--- src/rtl/seq_counter_param_pkg.sv ---
// Shared constants and helpers for the programmable sequence counter.
// The default table walks the Johnson-style code 0,1,3,7,F,E,C,8.
package seq_counter_param_pkg;

  localparam int SEQ_WRAP = 0;
  localparam int SEQ_SAT  = 1;

  localparam logic [31:0] SEQ_DEFAULT_TABLE = 32'h8CEF7310;

  typedef enum logic [1:0] {
    STEP_HOLD,
    STEP_LOAD,
    STEP_UP,
    STEP_DOWN
  } step_e;

  // Index register width for a table of `depth` entries, never below 1 bit.
  function automatic int idx_width(input int depth);
    int w;
    w = 1;
    while ((1 << w) < depth) w++;
    return w;
  endfunction

endpackage

--- src/rtl/seq_counter_param_encoder.sv ---
// Reverse table lookup: finds the lowest table index whose entry equals data_i.
// hit_o is low when the value does not appear in the table.
module seq_counter_param_encoder
  import seq_counter_param_pkg::*;
#(
  parameter int                     WIDTH     = 4,
  parameter int                     DEPTH     = 8,
  parameter int                     SW        = 3,
  parameter logic [DEPTH*WIDTH-1:0] SEQ_TABLE = '0
) (
  input  logic [WIDTH-1:0] data_i,
  output logic             hit_o,
  output logic [SW-1:0]    index_o
);

  // Scan from the top down so the lowest matching index is the last writer.
  always_comb begin
    hit_o   = 1'b0;
    index_o = '0;
    for (int i = DEPTH - 1; i >= 0; i--) begin
      if (data_i == SEQ_TABLE[i*WIDTH +: WIDTH]) begin
        hit_o   = 1'b1;
        index_o = SW'(i);
      end
    end
  end

endmodule

--- src/rtl/seq_counter_param.sv ---
// Programmable sequence counter: steps an index through a DEPTH-entry code
// table with up/down, wrap/saturate, checked load and terminal-count strobe.
module seq_counter_param
  import seq_counter_param_pkg::*;
#(
  parameter int                     WIDTH     = 4,
  parameter int                     DEPTH     = 8,
  parameter logic [DEPTH*WIDTH-1:0] SEQ_TABLE = SEQ_DEFAULT_TABLE,
  parameter int                     SAT_MODE  = SEQ_WRAP,
  localparam int                    SW        = idx_width(DEPTH)
) (
  input  logic             CLK,
  input  logic             RST_n,
  input  logic             Load,
  input  logic [WIDTH-1:0] Data,
  input  logic             Enable,
  input  logic             Up,
  output logic [WIDTH-1:0] Data_out,
  output logic [SW-1:0]    State_out,
  output logic             Terminal,
  output logic             Load_err
);

  localparam logic [SW-1:0] LAST     = SW'(DEPTH - 1);
  localparam bit            SATURATE = (SAT_MODE == SEQ_SAT);

  logic [SW-1:0] idx_q, idx_d;
  logic          term_q, term_d;
  logic          err_q, err_d;
  logic          hit;
  logic [SW-1:0] hit_idx;
  logic          idx_bad;
  step_e         step;

  seq_counter_param_encoder #(
    .WIDTH    (WIDTH),
    .DEPTH    (DEPTH),
    .SW       (SW),
    .SEQ_TABLE(SEQ_TABLE)
  ) u_enc (
    .data_i (Data),
    .hit_o  (hit),
    .index_o(hit_idx)
  );

  // Only a non-power-of-2 depth leaves register codes outside the table.
  if (DEPTH < (1 << SW)) begin : g_guard
    assign idx_bad = (idx_q > LAST);
  end else begin : g_noguard
    assign idx_bad = 1'b0;
  end

  always_comb begin
    step = STEP_HOLD;
    if (Load) begin
      step = STEP_LOAD;
    end else if (Enable) begin
      step = Up ? STEP_UP : STEP_DOWN;
    end
  end

  always_comb begin
    idx_d  = idx_q;
    term_d = 1'b0;
    err_d  = 1'b0;
    if (idx_bad) begin
      idx_d = '0;
    end else begin
      unique case (step)
        STEP_LOAD: begin
          if (hit) idx_d = hit_idx;
          else     err_d = 1'b1;
        end
        STEP_UP: begin
          if (idx_q == LAST) begin
            term_d = 1'b1;
            idx_d  = SATURATE ? LAST : '0;
          end else begin
            idx_d = idx_q + SW'(1);
          end
        end
        STEP_DOWN: begin
          if (idx_q == '0) begin
            term_d = 1'b1;
            idx_d  = SATURATE ? '0 : LAST;
          end else begin
            idx_d = idx_q - SW'(1);
          end
        end
        default: idx_d = idx_q;
      endcase
    end
  end

  always_ff @(posedge CLK or negedge RST_n) begin
    if (!RST_n) begin
      idx_q  <= '0;
      term_q <= 1'b0;
      err_q  <= 1'b0;
    end else begin
      idx_q  <= idx_d;
      term_q <= term_d;
      err_q  <= err_d;
    end
  end

  // Table mux straight off the index register; a stray code reads entry 0.
  always_comb begin
    Data_out = SEQ_TABLE[0 +: WIDTH];
    for (int i = 0; i < DEPTH; i++) begin
      if (idx_q == SW'(i)) Data_out = SEQ_TABLE[i*WIDTH +: WIDTH];
    end
  end

  assign State_out = idx_q;
  assign Terminal  = term_q;
  assign Load_err  = err_q;

endmodule

--- config.mk ---
export PLATFORM = sky130hd
export DESIGN_NAME = seq_counter_param
export DESIGN_NICKNAME = d
export VERILOG_FILES = /design/src/rtl/seq_counter_param_pkg.sv /design/src/rtl/seq_counter_param_encoder.sv /design/src/rtl/seq_counter_param.sv
export SDC_FILE = /design/constraint.sdc
export NUM_CORES = 1
export LEC_CHECK = 0
export ABC_AREA = 1
export CORE_MARGIN = 2
export CORE_UTILIZATION = 45
export DETAILED_ROUTE_END_ITERATION = 8
export GPL_TIMING_DRIVEN = 0
export PLACE_DENSITY = 0.8
export SYNTH_ARGS = -nofsm -noshare
export SYNTH_HDL_FRONTEND = slang
export SYNTH_HIERARCHICAL = 1
export SYNTH_SLANG_ARGS = --single-unit
--- constraint.sdc ---
create_clock -name CLK -period 1.8 [get_ports CLK]
set_clock_uncertainty 0.05 [all_clocks]
set_input_delay 0.27 -clock CLK [delete_from_list [all_inputs] [get_ports CLK]]
set_output_delay 0.27 -clock CLK [all_outputs]
set_load 0.1 [all_outputs]
# [Word-level counts from Yosys, hierarchy flattened]
# Index checks and enable logic that the tools add are counted.
[op_classes] addsub=2 multipliers=0 div=0 magnitude_cmp=0 n_eq_ne=18 shift=0 mux=35 n_bitwise=0 n_reduce_logical=4
[op_table] operator="$mux 3" count=11
[op_table] operator="$mux 4" count=6
[op_table] operator="$eq 4x4->1 const B" count=4
[op_table] operator="$mux 1" count=14
[op_table] operator="$eq 3x3->1 const B" count=4
[op_table] operator="$pmux 3 s3" count=1
[op_table] operator="$eq 3x2->1 const B" count=2
[op_table] operator="$eq 2x2->1 const B" count=2
[op_table] operator="$eq 4x1->1 const B" count=1
[op_table] operator="$eq 4x2->1 const B" count=1
[op_table] operator="$eq 4x3->1 const B" count=1
[op_table] operator="$logic_not 4->1" count=1
[op_table] operator="$mux 2" count=2
[op_table] operator="$add 3x1->3 const B" count=1
[op_table] operator="$eq 3x1->1 const B" count=1
[op_table] operator="$logic_not 3->1" count=1
[op_table] operator="$reduce_bool 3->1" count=1
[op_table] operator="$sub 3x1->3 const B" count=1
[op_table] operator="$eq 2x1->1 const B" count=1
[op_table] operator="$ne 2x2->1 const B" count=1
[op_table] operator="$pmux 1 s2" count=1
[op_table] operator="$reduce_and 2->1" count=1
[totals] regBits=5 latchBits=0 ramBits=0 rom_bits=0 in_bits=9 out_inout_bits=9 n_memories=0

# [Depth between registers and ports, before layout]
# Gate-level depths: netlist of run 1.
[logic_depth] word_depth=11 mapped_depth=11 depth_no_buf=11

# [Modules after synthesis]
# Netlist of run 1, hierarchy kept.
[by_module_without_submodules] mod="seq_counter_param" instances=1 cells_per_inst=77 area_per_inst_um2=495.5
[by_module_without_submodules] mod="seq_counter_param_encoder" instances=1 cells_per_inst=20 area_per_inst_um2=91.3

# [Worst setup path after synthesis of run 1]
# OpenSTA, ideal clock, no wires.
[synth_path] kind="reg2out" start="register idx_q[1], in the netlist State_out[1]" end="output Data_out[2]" arrival_time_ps=2999 required_ps=1480 setup_slack_ps=-1519 path_stages_with_launch=4 n_path_buf=0 cell_sequence="dfrtp_1 -> ha_1 -> nand2_1 -> a31oi_1"
[synth_between] elab_chain_len=6
[synth_rtl] element="start: declaration" line="seq_counter_param.sv:27" text="logic [SW-1:0] idx_q, idx_d;"
[synth_rtl] element="start signal: assignment" line="seq_counter_param.sv:101" text="idx_q <= idx_d;"
[synth_rtl] element="$eq 3x2->1" line="seq_counter_param.sv:111" text="if (idx_q == SW'(i)) Data_out = SEQ_TABLE[i*WIDTH +: WIDTH];"
[synth_rtl] element="$mux 4 (4 in a row)" line="seq_counter_param.sv:111"
[synth_rtl] element="$mux 4 (*)" line="seq_counter_param.sv:111"
[synth_rtl] element="end: declaration" line="seq_counter_param.sv:18" text="output logic [WIDTH-1:0] Data_out,"
# Mark *: on every way between the ends. The rest lies on a longest branch, timed or not.

# [Final worst setup path of run 1]
[layout_path] start="register idx_q[0], in the netlist State_out[0]" end="output Data_out[1]"
[layout_between] elab_chain_len=7
[layout_rtl] element="$eq 3x2->1" line="seq_counter_param.sv:111"
[layout_rtl] element="$mux 4 (5 in a row)" line="seq_counter_param.sv:111"
[layout_rtl] element="$mux 4 (*)" line="seq_counter_param.sv:111"
# Marked as above.

==> flow_summary_export.csv, run 1 <==
group,metric,value,unit
clock_network,htree_levels,1,
synth,ys_ff_latch,5,
timing,max_freq,498,MHz
power,power_density,1690,mW/mm2
flow_run,drv_cap,0,
timing,slew_viol_final,0,
finish,final_common_cell,"nand2_1",
route,drt-initial-drc-count,22,
synth,syn_nets,113,
die,boundaryPins,18,
die,rows,13,
critical_path,critPathCapture,"Data_out[1]",
critical_path,arrival,1.69,ns
critical_path,slowest_delay,0.52,ns
clock_network,clock_sinks,5,
route,drt-total-wl,1.53,mm
route,vias,658,
critical_path,crit_chain,"ha_4 -> ha_4 -> inv_2 -> nand4_1 -> nand2_2 -> clkinvlp_4 -> buf_12",
placement,dp_hpwl,1.11,mm
timing,fin_ws,-0.207,ns
timing,hold_viol,0,
clock_network,cts_buffer_depth,2,
synth,yosys.area.top_type,"dfrtp_1",
die,core_area,0.00125,mm2
critical_path,cp_top_family,"flip-flops",
finish,fin_nets,138,
global_routing,grt_overflow_total,0,
synth,synthDominantCellAreaShare,21.3,%
critical_path,worstSetupPathDepth,7,
route,drc,0,
finish,drive_gt1_share,36.4,%
die,dieArea,0.00161,mm2
power,power.leakage,0.476,nW
critical_path,crit_slowest_cell,"dfrtp_4",
clock_network,cts_buffers,3,
timing,fin_crit_sh,112,%
die,die_w,40.1,um
timing,rsz0062_at_grt,"yes",
critical_path,path_buf_inv,3,
hold_path,min_path_type,"input port to async pin",
synth,syn_area,587,um2
synth,ys_warn_count,6,
clock_network,clk_latency,0.24,ns
global_routing,antenna_found_initial,0,
finish,mostFrequentLayoutCells,"nand2_1 (30), nor2_1 (11), inv_1 (9), clkdlybuf4s50_1 (8), o21ai_0 (6)",
placement,globalplace.congestion,0.831,
die,die_h,40.1,um
timing,slew_headroom,36.3,%
route,wl_per_cell,11.3,um
placement,portBuffers,17,
die,start_util,46.9,%
synth,yosysUniqueCellTypes,16,
synth,ys_seq_area_share,21.3,%
timing,finalSetupViolations,5,
critical_path,path_max_fanout,6,
placement,dp_cells,129,
critical_path,reg2reg_setup_slack,0.35,ns
timing,layout_min_cycle_time,2.01,ns
critical_path,startpoint,"State_out[0]",
clock_network,clk_pin_slew,0.05,ns
route,first_pass_iters,4,
synth,syn_inst,97,
critical_path,cpMostUsedCell,"ha_4",
critical_path,start_kind,"register",
finish,post-route-util,79.9,%
critical_path,reg2reg_from,"State_out[0]",
route,avgViaCountPerCell,4.84,
global_routing,grt_pass1_wl,2.22,mm
clock_network,clockRootBuffer,"clkbuf_4",
synth,synth_area_per_cell,6.05,um2
synth,synth.area.top_cells,"dfrtp_1 (21%), nand2_1 (20%), ha_1 (15%), inv_1 (9.0%), nor2_1 (7.0%)",
global_routing,gr-usage-all-layers,20.7,%
placement,place_ws,-0.897,ns
critical_path,endpoint_kind,"primary output",
global_routing,grt_max_degree,9,
outcome,status,"finished, violations left",
global_routing,grt_pass1_vias,562,
route,drtAntennaViolNets,0,
critical_path,reg2reg_depth,8,
outcome,failed_checks,"negative setup slack",
timing,worst_slew_pin_slew,0.959,ns
clock_network,cts_tree,"yes",
critical_path,required,1.48,ns
finish,antenna_cells,0,
finish,fin_cells,136,
power,ir_worst_vdd,0.906,mV
finish,area_growth_syn_to_layout,70.6,%
critical_path,crit_type,"register to primary output",
timing,hold_ws,0.197,ns
critical_path,timing.rr.end,"State_out[0]",
## cells by family after synthesis
| kind of cell | Yosys count | share of synthesized area, % |
|---|---|---|
| AOI/OAI and AO/OA | 10 | 8.74 |
| adders and majority gates | 7 | 14.9 |
| buffers and inverters | 20 | 14.9 |
| DFF | 5 | 21.3 |
| and+or+nand+nor | 55 | 40.1 |
## stage by stage
| step | instance area (um2) | TNS [ns] | total power, mW |
|---|---|---|---|
| 6_report | 1000 | -0.815 | 1.69 |
| 3_3_place_gp | 890 | -3.36 | 1.34 |
| 2_1_floorplan | 701 | -0.504 | 1.13 |
| 3_5_place_dp | 890 | -3.45 | 1.36 |
| 4_1_cts | 962 | -0.688 | 1.62 |
| 5_1_grt | 1000 | -1.02 | 1.78 |
## area by class of cell
cell class	count	area, um2
multi-input cells	72	484
well taps	15	18.8
inverters	19	88.8
clock buffers	4	26.3
repair buffers	20	235
flip-flops and latches	5	136
fillers	85	251
plain buffers	1	11.3
## state kept, by name (all words and copies together), names as in the netlist
name	flops
Load_err	1
State_out	3
Terminal	1
## layer usage
metal / GRT usage, % / share of wire, % / vias up
met5: 0 / 0 / -
met4: 5.17 / 0 / 0
met1: 21.2 / 41 / 295
met2: 44.4 / 57 / 13
li1: - / - / 350
met3: 0 / 1.9 / 0
## synthesized netlist by cell type
master / n
nand2_1: 32
inv_1: 14
nor2_1: 11
ha_1: 7
o21ai_0: 7
dfrtp_1: 5
inv_2: 4
nand2_2: 4
nand3_1: 4
a21oi_1: 2
nand4_1: 2
a31oi_1: 1
buf_6: 1
inv_6: 1
nand3_2: 1
nor2_2: 1
## what timing repair did
action                                 CTS  global route
endpoints found under the hold margin    0             0
buffers inserted                         1             2
hold buffers                             0             0
setup endpoints to repair                9             5
cloned                                   0             0
pin swaps                                1             2
resized for setup                       45             3
## worst min path at each step
stage / start / end / slack, ns
floorplan: RST_n / Load_err / -0.08
finish: RST_n / Load_err / 0.20
global route: RST_n / Terminal / 0.21
global placement: RST_n / Terminal / 0.45
detailed placement: RST_n / Terminal / 0.45
CTS: RST_n / State_out[2] / 0.20
## power by group
part	internal [mW]	switching (mW)
combinational	0.474	0.894
sequential	0.148	0.0456
clock	0.0838	0.0449
No activity file was read; power rests on OpenSTA's default activity.
==> inputs of run 2 (changes only) <==
Settings changed: SKIP_LAST_GASP set to 1.
==> flow_summary_export.csv, run 2 (synthesis results as in run 1) <==
group,metric,value,unit
timing,hold_ws,0.195,ns
global_routing,grt_max_degree,9,
critical_path,endpoint_kind,"primary output",
die,die_w,40.1,um
timing,hold_viol,0,
finish,area_growth_syn_to_layout,69.9,%
placement,dp_cells,129,
timing,rsz0062_at_grt,"yes",
power,power.leakage,0.476,nW
global_routing,grt_pass1_wl,2.22,mm
global_routing,grt_pass1_vias,562,
power,power_density,1700,mW/mm2
placement,globalplace.congestion,0.831,
critical_path,arrival,1.69,ns
clock_network,clk_latency,0.24,ns
timing,finalSetupViolations,5,
critical_path,reg2reg_setup_slack,0.32,ns
placement,dp_hpwl,1.11,mm
outcome,status,"finished, violations left",
finish,fin_cells,136,
critical_path,cpMostUsedCell,"ha_4",
critical_path,required,1.48,ns
finish,antenna_cells,0,
finish,mostFrequentLayoutCells,"nand2_1 (30), nor2_1 (11), inv_1 (9), clkdlybuf4s50_1 (8), o21ai_0 (6)",
timing,slew_headroom,35.1,%
route,drtAntennaViolNets,0,
placement,dpl_cell_area,890,um2
timing,worst_slew_pin_slew,0.978,ns
timing,fin_ws,-0.211,ns
critical_path,crit_chain,"ha_4 -> ha_4 -> inv_2 -> nand4_1 -> nand2_2 -> clkinvlp_4 -> buf_12",
critical_path,slowest_delay,0.52,ns
power,p_sw_share,58.4,%
flow_run,drv_cap,0,
timing,max_freq,497,MHz
clock_network,htree_levels,1,
clock_network,cts_buffer_depth,2,
clock_network,clock_sinks,5,
timing,fin_tns_setup,-0.864,ns
power,p_comb_share,81.0,%
die,dieArea,0.00161,mm2
critical_path,crit_type,"register to primary output",
finish,drive_gt1_share,36.4,%
die,start_util,46.9,%
global_routing,grt_overflow_total,0,
clock_network,clockRootBuffer,"clkbuf_4",
placement,place_ws,-0.897,ns
finish,largest_reg_flops,3,
clock_network,cts_buffers,3,
finish,fin_nets,138,
route,first_pass_iters,4,
global_routing,antenna_found_initial,0,
power,seqPwrFrac,11.4,%
clock_network,clk_pin_slew,0.04,ns
route,avgViaCountPerCell,4.83,
die,boundaryPins,18,
die,core_area,0.00125,mm2
route,vias,657,
die,die_h,40.1,um
route,wl_per_cell,11.7,um
power,intPower,0.704,mW
power,p_switching,0.989,mW
finish,post-route-cell-area,997,um2
clock_network,cts_tree,"yes",
power,ir_worst_vdd,0.924,mV
finish,fillerInstances,90,
power,p_clk_share,7.6,%
clock_network,hold_buffers,0,
critical_path,start_kind,"register",
global_routing,gr-usage-all-layers,20.7,%
route,drt-initial-drc-count,15,
critical_path,crit_slowest_cell,"dfrtp_4",
timing,layout_min_cycle_time,2.01,ns
die,rows,13,
timing,slew_viol_final,0,
route,drt-total-wl,1.60,mm
outcome,failed_checks,"negative setup slack",
hold_path,min_path_type,"input port to async pin",
timing,fin_crit_sh,112,%
finish,final_common_cell,"nand2_1",
critical_path,path_max_fanout,6,
placement,portBuffers,17,
route,drc,0,
[run 2: cell count changes in the layout (fill, tap and decap cells not counted)]
cell   change
buf_6      -1
buf_4      +1
[run 2: what timing repair did]
action                     in CTS  in global routing
setup buffers                   1                  2
pin swaps                       1                  2
gates resized for setup        45                  2
setup endpoints to repair       9                  5
[run 2: power groups by stage]
| stage | clock network [mW] | logic (mW) | registers [mW] |
|---|---|---|---|
| 6_report | 0.128 | 1.37 | 0.193 |
| 2_1_floorplan | 0 | 0.782 | 0.353 |
| 5_1_grt | 0.141 | 1.44 | 0.199 |
| 4_1_cts | 0.128 | 1.30 | 0.193 |
| 3_3_place_gp | 0 | 1.15 | 0.195 |
| 3_5_place_dp | 0 | 1.17 | 0.195 |
[run 2: path summary, 6_finish.rpt]
| kind | start | to | cells past startpoint |
|---|---|---|---|
| setup / recovery | State_out[0] | Data_out[1] | 7 |
| hold / removal | RST_n | Load_err | 1 |
| setup reg to reg | State_out[0] | State_out[0] | 8 |
| hold reg to reg | State_out[0] | State_out[0] | 4 |
| max in group asynchronous | RST_n | State_out[1] | 1 |
| min in group CLK | Load | Load_err | 3 |
[run 2: metrics by stage]
| step | power, mW | utilization (%) |
|---|---|---|
| floorplan | 1.13 | - |
| global placement | 1.34 | 71.0 |
| detailed placement | 1.36 | 71.0 |
| CTS | 1.62 | 76.8 |
| global route | 1.78 | 79.6 |
| finish | 1.69 | 79.6 |
[run 2: area by class of cell]
cell class              instances  area [um2]  area share [%]
plain buffers                   1        11.3            1.13
clock buffers                   4        26.3            2.63
inverters                      19        88.8            8.91
multi-input cells              72         484            48.6
flip-flops and latches          5         136            13.7
well taps                      15        18.8            1.88
repair buffers                 20         231            23.2
[run 2: worst max-delay path: cells and delay by family, from the launching register on]
| family | cells | cell delay [ns] |
|---|---|---|
| adders and majority gates | 2 | 0.36 |
| buffers and inverters | 3 | 0.32 |
| DFF | 1 | 0.52 |
| and+or+nand+nor | 2 | 0.25 |
[run 2: routing by layer]
metal	share of wire (%)	track usage (%)	routed length, um	up-vias
met5	0	0	0	-
met4	0.63	5.17	10	0
met3	1.8	0	28	2
met2	59	44.4	936	13
met1	39	21.2	620	293
li1	-	-	-	349
==> patch 1 (settings of run 1) <==
The output `Load_err` loses its register stage (`err_q` becomes a continuous assignment).
--- a/src/rtl/seq_counter_param.sv
+++ b/src/rtl/seq_counter_param.sv
@@ -98,3 +98,2 @@
       term_q <= 1'b0;
-      err_q  <= 1'b0;
     end else begin
@@ -102,5 +101,6 @@
       term_q <= term_d;
-      err_q  <= err_d;
     end
   end
+
+  assign err_q = err_d;
 
Behaviour: not the same (Yosys sat finds a counterexample within 4 cycles, from zero or initial values and one cycle with RST_n low).
==> patch 1 against run 1 <==
The flow still finishes with violations (setup timing). Hold slack got worse by 20 ps. Largest cell class unchanged. Design area increased by 2.0%. Synthesized area decreased by 4.3%. Setup slack improved by 4.6 ps. Maximum frequency increased by 0.23%. Sequential cell count decreased by 1. Cell count unchanged. Routed wire length increased by 14%. Power increased by 2.3%.
==> patch 1: results <==
final_layout:
  largest_register_ffs: 3
  drive_above_1_share_pct: 40.2
  final_nets: 139
  diodes: 0
synth:
  synth_area_leaders: "nand2_1 21%, dfrtp_1 18%, ha_1 16%"
  seq_area_frac_synth_pct: 17.8
  synth_common_cells: "32 x nand2_1, 14 x inv_1, 11 x nor2_1"
  synth_cell_types: 16
  syn_inst: 96
  synth_top_flop_cell: "dfrtp_1"
  synthArstFlopShare_pct: 100
  yosys_warnings: 6
  synth_nets: 112
clock_tree:
  clockRootBuffer: "clkbuf_4"
  cts_buffer_depth: 2
  cts-buffers-inserted: 3
  htreeDepth: 1
  clk_latency_ps: 250
  clkTransAtPathRegs_ps: 50
placed_design:
  hpwl_um: 1120
  dp_cells: 127
  place_congestion: 0.818
  io_buffers: 17
route:
  wl_per_cell_um: 12.9
  dr.pass1.iters: 4
  drt-initial-drc-count: 24
  viasPerCell: 5.15
  wl_um: 1750
timing:
  setup_tns_ps: -792
  timing.final.ws_setup_ps: -203
  maxSlewViolCount: 0
  setup-violations-final: 5
  tightest_slew_ps: 953
global_route:
  grt_pass1_vias: 654
  grt_pass1_wl_um: 2750
  grt_use_total_pct: 27.3
  grt_max_degree: 9
  antenna_found_initial: 0
setup_path:
  critPathMaxFanout: 6
  arrival_ps: 1680
power:
  irDropWorstVdd_mv: 1.09
  p_leak_nw: 0.481
outcome:
  violations: "setup timing"
  status: "complete, but fails checks"
hold_path:
  hold_path_class: "primary input to async pin"
## patch 1: what timing repair did
action / in CTS / in global routing
setup buffers: 4 / 1
gates resized for setup: 61 / 1
endpoints found under the setup margin: 9 / 5
pin swaps: 4 / 3
cloned: 0 / 0
## patch 1: path summary, 6_finish.rpt
path                            cells past startpoint                       end  slack, ps                      from
worst max-delay path                                6               Data_out[0]       -200  State_out[0]$_DFFE_PN0P_
worst min-delay path                                1  State_out[1]$_DFFE_PN0P_        180                     RST_n
worst max register to register                      9  State_out[0]$_DFFE_PN0P_        220  State_out[0]$_DFFE_PN0P_
worst min register to register                      2  State_out[1]$_DFFE_PN0P_        630  State_out[1]$_DFFE_PN0P_
max in group asynchronous                           1  State_out[2]$_DFFE_PN0P_       1310                     RST_n
min in group CLK                                    2  State_out[1]$_DFFE_PN0P_        630  State_out[1]$_DFFE_PN0P_
## patch 1: area by class of cell
cell class,count,area (sq um)
Multi-Input combinational cell,72,507
Timing Repair Buffer,22,262
Fill cell,54,120
Sequential cell,4,111
Inverter,19,86.3
Clock buffer,4,26.3
Tap cell,14,17.5
Buffer,1,11.3
## patch 1: cell families (layout without fill, tap and decap cells)
| family | after synthesis | after routing | synth area share (%) |
|---|---|---|---|
| AO/OA/AOI/OAI | 10 | 10 | 9.13 |
| adder cells (fa/ha/maj) | 7 | 7 | 15.6 |
| buffers and inverters | 20 | 46 | 15.6 |
| flip-flops | 4 | 4 | 17.8 |
| AND/OR/NAND/NOR | 55 | 55 | 41.9 |
## patch 1: power breakdown
group          internal (mW)  switching [mW]  leakage [nW]
registers              0.123          0.0461        0.0464
clock network         0.0840          0.0498        0.0150
logic                  0.505           0.920         0.419
total                  0.712            1.02         0.481
## patch 1: metrics by stage
step,worst slack [ps],utilization (%),area (sq um)
after floorplan,-188,-,673
after global placement,-884,75.4,861
after detailed placement,-895,75.4,861
after CTS,-193,88.7,1010
after global routing,-257,89.5,1020
final,-203,89.5,1020
## patch 1: worst max-delay path, cell delays in order, from the launching register on
cell and delay [ps]:
dfrtp_4 530, ha_4 200, ha_4 170, a21oi_4 160
nand3_2 120, clkinvlp_4 100, buf_12 170
## patch 1: layer usage
metal / track usage (%) / routed length [um]
met5: 0 / 0
met4: 15.5 / 57
met3: 1.70 / 69
met2: 50.4 / 903
met1: 30.2 / 718
==> patch 2 (settings of run 1) <==
Without the edit above. `WIDTH` is set to 4 in 2 places; all go to 6.
--- a/src/rtl/seq_counter_param_encoder.sv
+++ b/src/rtl/seq_counter_param_encoder.sv
@@ -5,3 +5,3 @@
 #(
-  parameter int                     WIDTH     = 4,
+  parameter int                     WIDTH     = 6,
   parameter int                     DEPTH     = 8,
--- a/src/rtl/seq_counter_param.sv
+++ b/src/rtl/seq_counter_param.sv
@@ -5,3 +5,3 @@
 #(
-  parameter int                     WIDTH     = 4,
+  parameter int                     WIDTH     = 6,
   parameter int                     DEPTH     = 8,
Ports: changed (resized Data and Data_out); port bits go from 18 to 22. No check against the original RTL was run, so the function may have changed too.
==> patch 2 against run 1 <==
The run still ends with setup timing left. Power up 2.8%. Design area up 15%. Routed wire length up 40%. Synthesized area up 7.0%. Cell count up 6.6%. Setup slack worse by 84 ps. Critical path depth unchanged. Non-clock buffer count up 5. Die area up 6.3%. Sequential cell count unchanged. Hold slack better by 3.1 ps. Clock power up 3%. Largest power group unchanged.
==> patch 2: results <==
global_route:
  antenna_found_initial: 0
  grt_max_degree: 10
  grt_pass1_vias: 696
  grt-ovfl-total: 0
  grt_use_total_pct: 25.4
  grt_pass1_wl_um: 2890
route:
  dr.pass1.iters: 4
  route.detailed.drc: 0
  via_count: 812
  drt-initial-drc-count: 26
  wl_um: 2140
hold_path:
  hold_path_class: "primary input to async pin"
final_layout:
  fin_util_pct: 88.4
  diodes: 0
  largest_register_ffs: 3
  drive_above_1_share_pct: 40.0
  final_nets: 149
  fill_cells: 75
synth:
  synth_area_leaders: "dfrtp_1 20%, nand2_1 17%, ha_1 14%"
  synthAdderAreaFrac_pct: 13.9
  synth-compound-area-share_pct: 13.3
  synth_xor_area_share_pct: 0
  synthMuxAreaShare_pct: 0
  synth_largest_area_cell: "dfrtp_1"
  yosys_warnings: 6
  seq_area_frac_synth_pct: 19.9
  synth_common_cells: "28 x nand2_1, 16 x inv_1, 12 x nor2_1"
  synth_nets: 119
  synth_cell_types: 20
  synthArstFlopShare_pct: 100
setup_path:
  critPathTopFamily: "flip-flops"
  r2r_end: "State_out[0]$_DFFE_PN0P_"
  critPathMaxFanout: 5
  r2r-start: "State_out[0]$_DFFE_PN0P_"
  crit_slowest_cell: "dfrtp_4"
  crit_end: "Data_out[1]"
  r2r_cells: 8
  reg2reg_slack_ps: 240
  arrival_ps: 1770
  slowest_delay_ps: 520
  startpoint_type: "register"
outcome:
  status: "complete, but fails checks"
  violations: "setup timing"
timing:
  setup_tns_ps: -1500
  setup-violations-final: 6
  timing.final.ws_setup_ps: -291
  tightest_slew_ps: 972
clock_tree:
  htreeDepth: 1
  cts_buffer_depth: 2
  clk_latency_ps: 250
  cts-buffers-inserted: 3
  clkTransAtPathRegs_ps: 50
  clockRootBuffer: "clkbuf_4"
placed_design:
  place_congestion: 0.902
  io_buffers: 21
  hpwl_um: 1260
power:
  irDropWorstVdd_mv: 0.711
  p_leak_nw: 0.545
==> patch 2: how the worst min path moves through the flow <==
stage                      from                       end  cells past startpoint
after floorplan           RST_n        Load_err$_DFF_PN0_                      0
after global placement    RST_n  State_out[1]$_DFFE_PN0P_                      1
after detailed placement  RST_n  State_out[1]$_DFFE_PN0P_                      1
after CTS                 RST_n  State_out[1]$_DFFE_PN0P_                      1
after global routing      RST_n  State_out[1]$_DFFE_PN0P_                      1
final                     RST_n  State_out[1]$_DFFE_PN0P_                      1
==> patch 2: area by class of cell <==
class | instances | share of cell area (%)
inverter | 18 | 6.75
sequential | 5 | 11.9
clock buffer | 4 | 2.29
tap | 15 | 1.63
timing repair buffer | 25 | 25.4
buffer | 1 | 1.74
multi-input combinational | 77 | 50.4
==> patch 2: cells by family (layout without fill, tap and decap cells) <==
logic type      count (synthesis)  in the layout
simple gates                   56             56
buf+inv                        19             48
compound gates                 14             14
fa+ha+maj                       7              7
flops                           5              5
==> patch 2: timing repair <==
item	4_1_cts	5_1_grt
hold endpoints to repair	0	0
setup buffers	4	0
pin swaps	2	5
endpoints found under the setup margin	11	10
gates resized for setup	64	18
hold buffers	0	0
==> patch 2: through the flow <==
stage	hold WS [ps]	total power, mW	instances	worst slack (ps)	cell area, sq um
2_1_floorplan	-75.6	1.14	101	-501	749
3_3_place_gp	448	1.36	137	-938	978
3_5_place_dp	453	1.37	137	-974	978
4_1_cts	201	1.66	145	-253	1100
5_1_grt	222	1.80	145	-353	1150
6_report	200	1.74	145	-291	1150
==> patch 2: worst reg2reg max path, cell delays in order, from the launching register on <==
cell     delay (ps)
dfrtp_4         520
ha_4            200
ha_4            170
inv_4            70
buf_4           120
nand4_1         120
nand3_1         130
nand2_1          60
inv_1            60
==> patch 2: metal layers <==
layer  global-route usage [%]  vias up  share of wire, %
met5                        0        -                 0
li1                         -      382                 -
met1                     26.6      377                37
met3                     6.38        6               5.3
met4                     4.03        0               1.4
met2                     50.8       47                56
==> patch 2: power breakdown <==
part           total (mW)  leakage [nW]  internal, mW  switching (mW)
logic                1.41         0.472         0.484           0.927
clock network       0.133        0.0150        0.0840          0.0487
registers           0.192        0.0585         0.144          0.0486
total                1.74         0.545         0.712            1.02
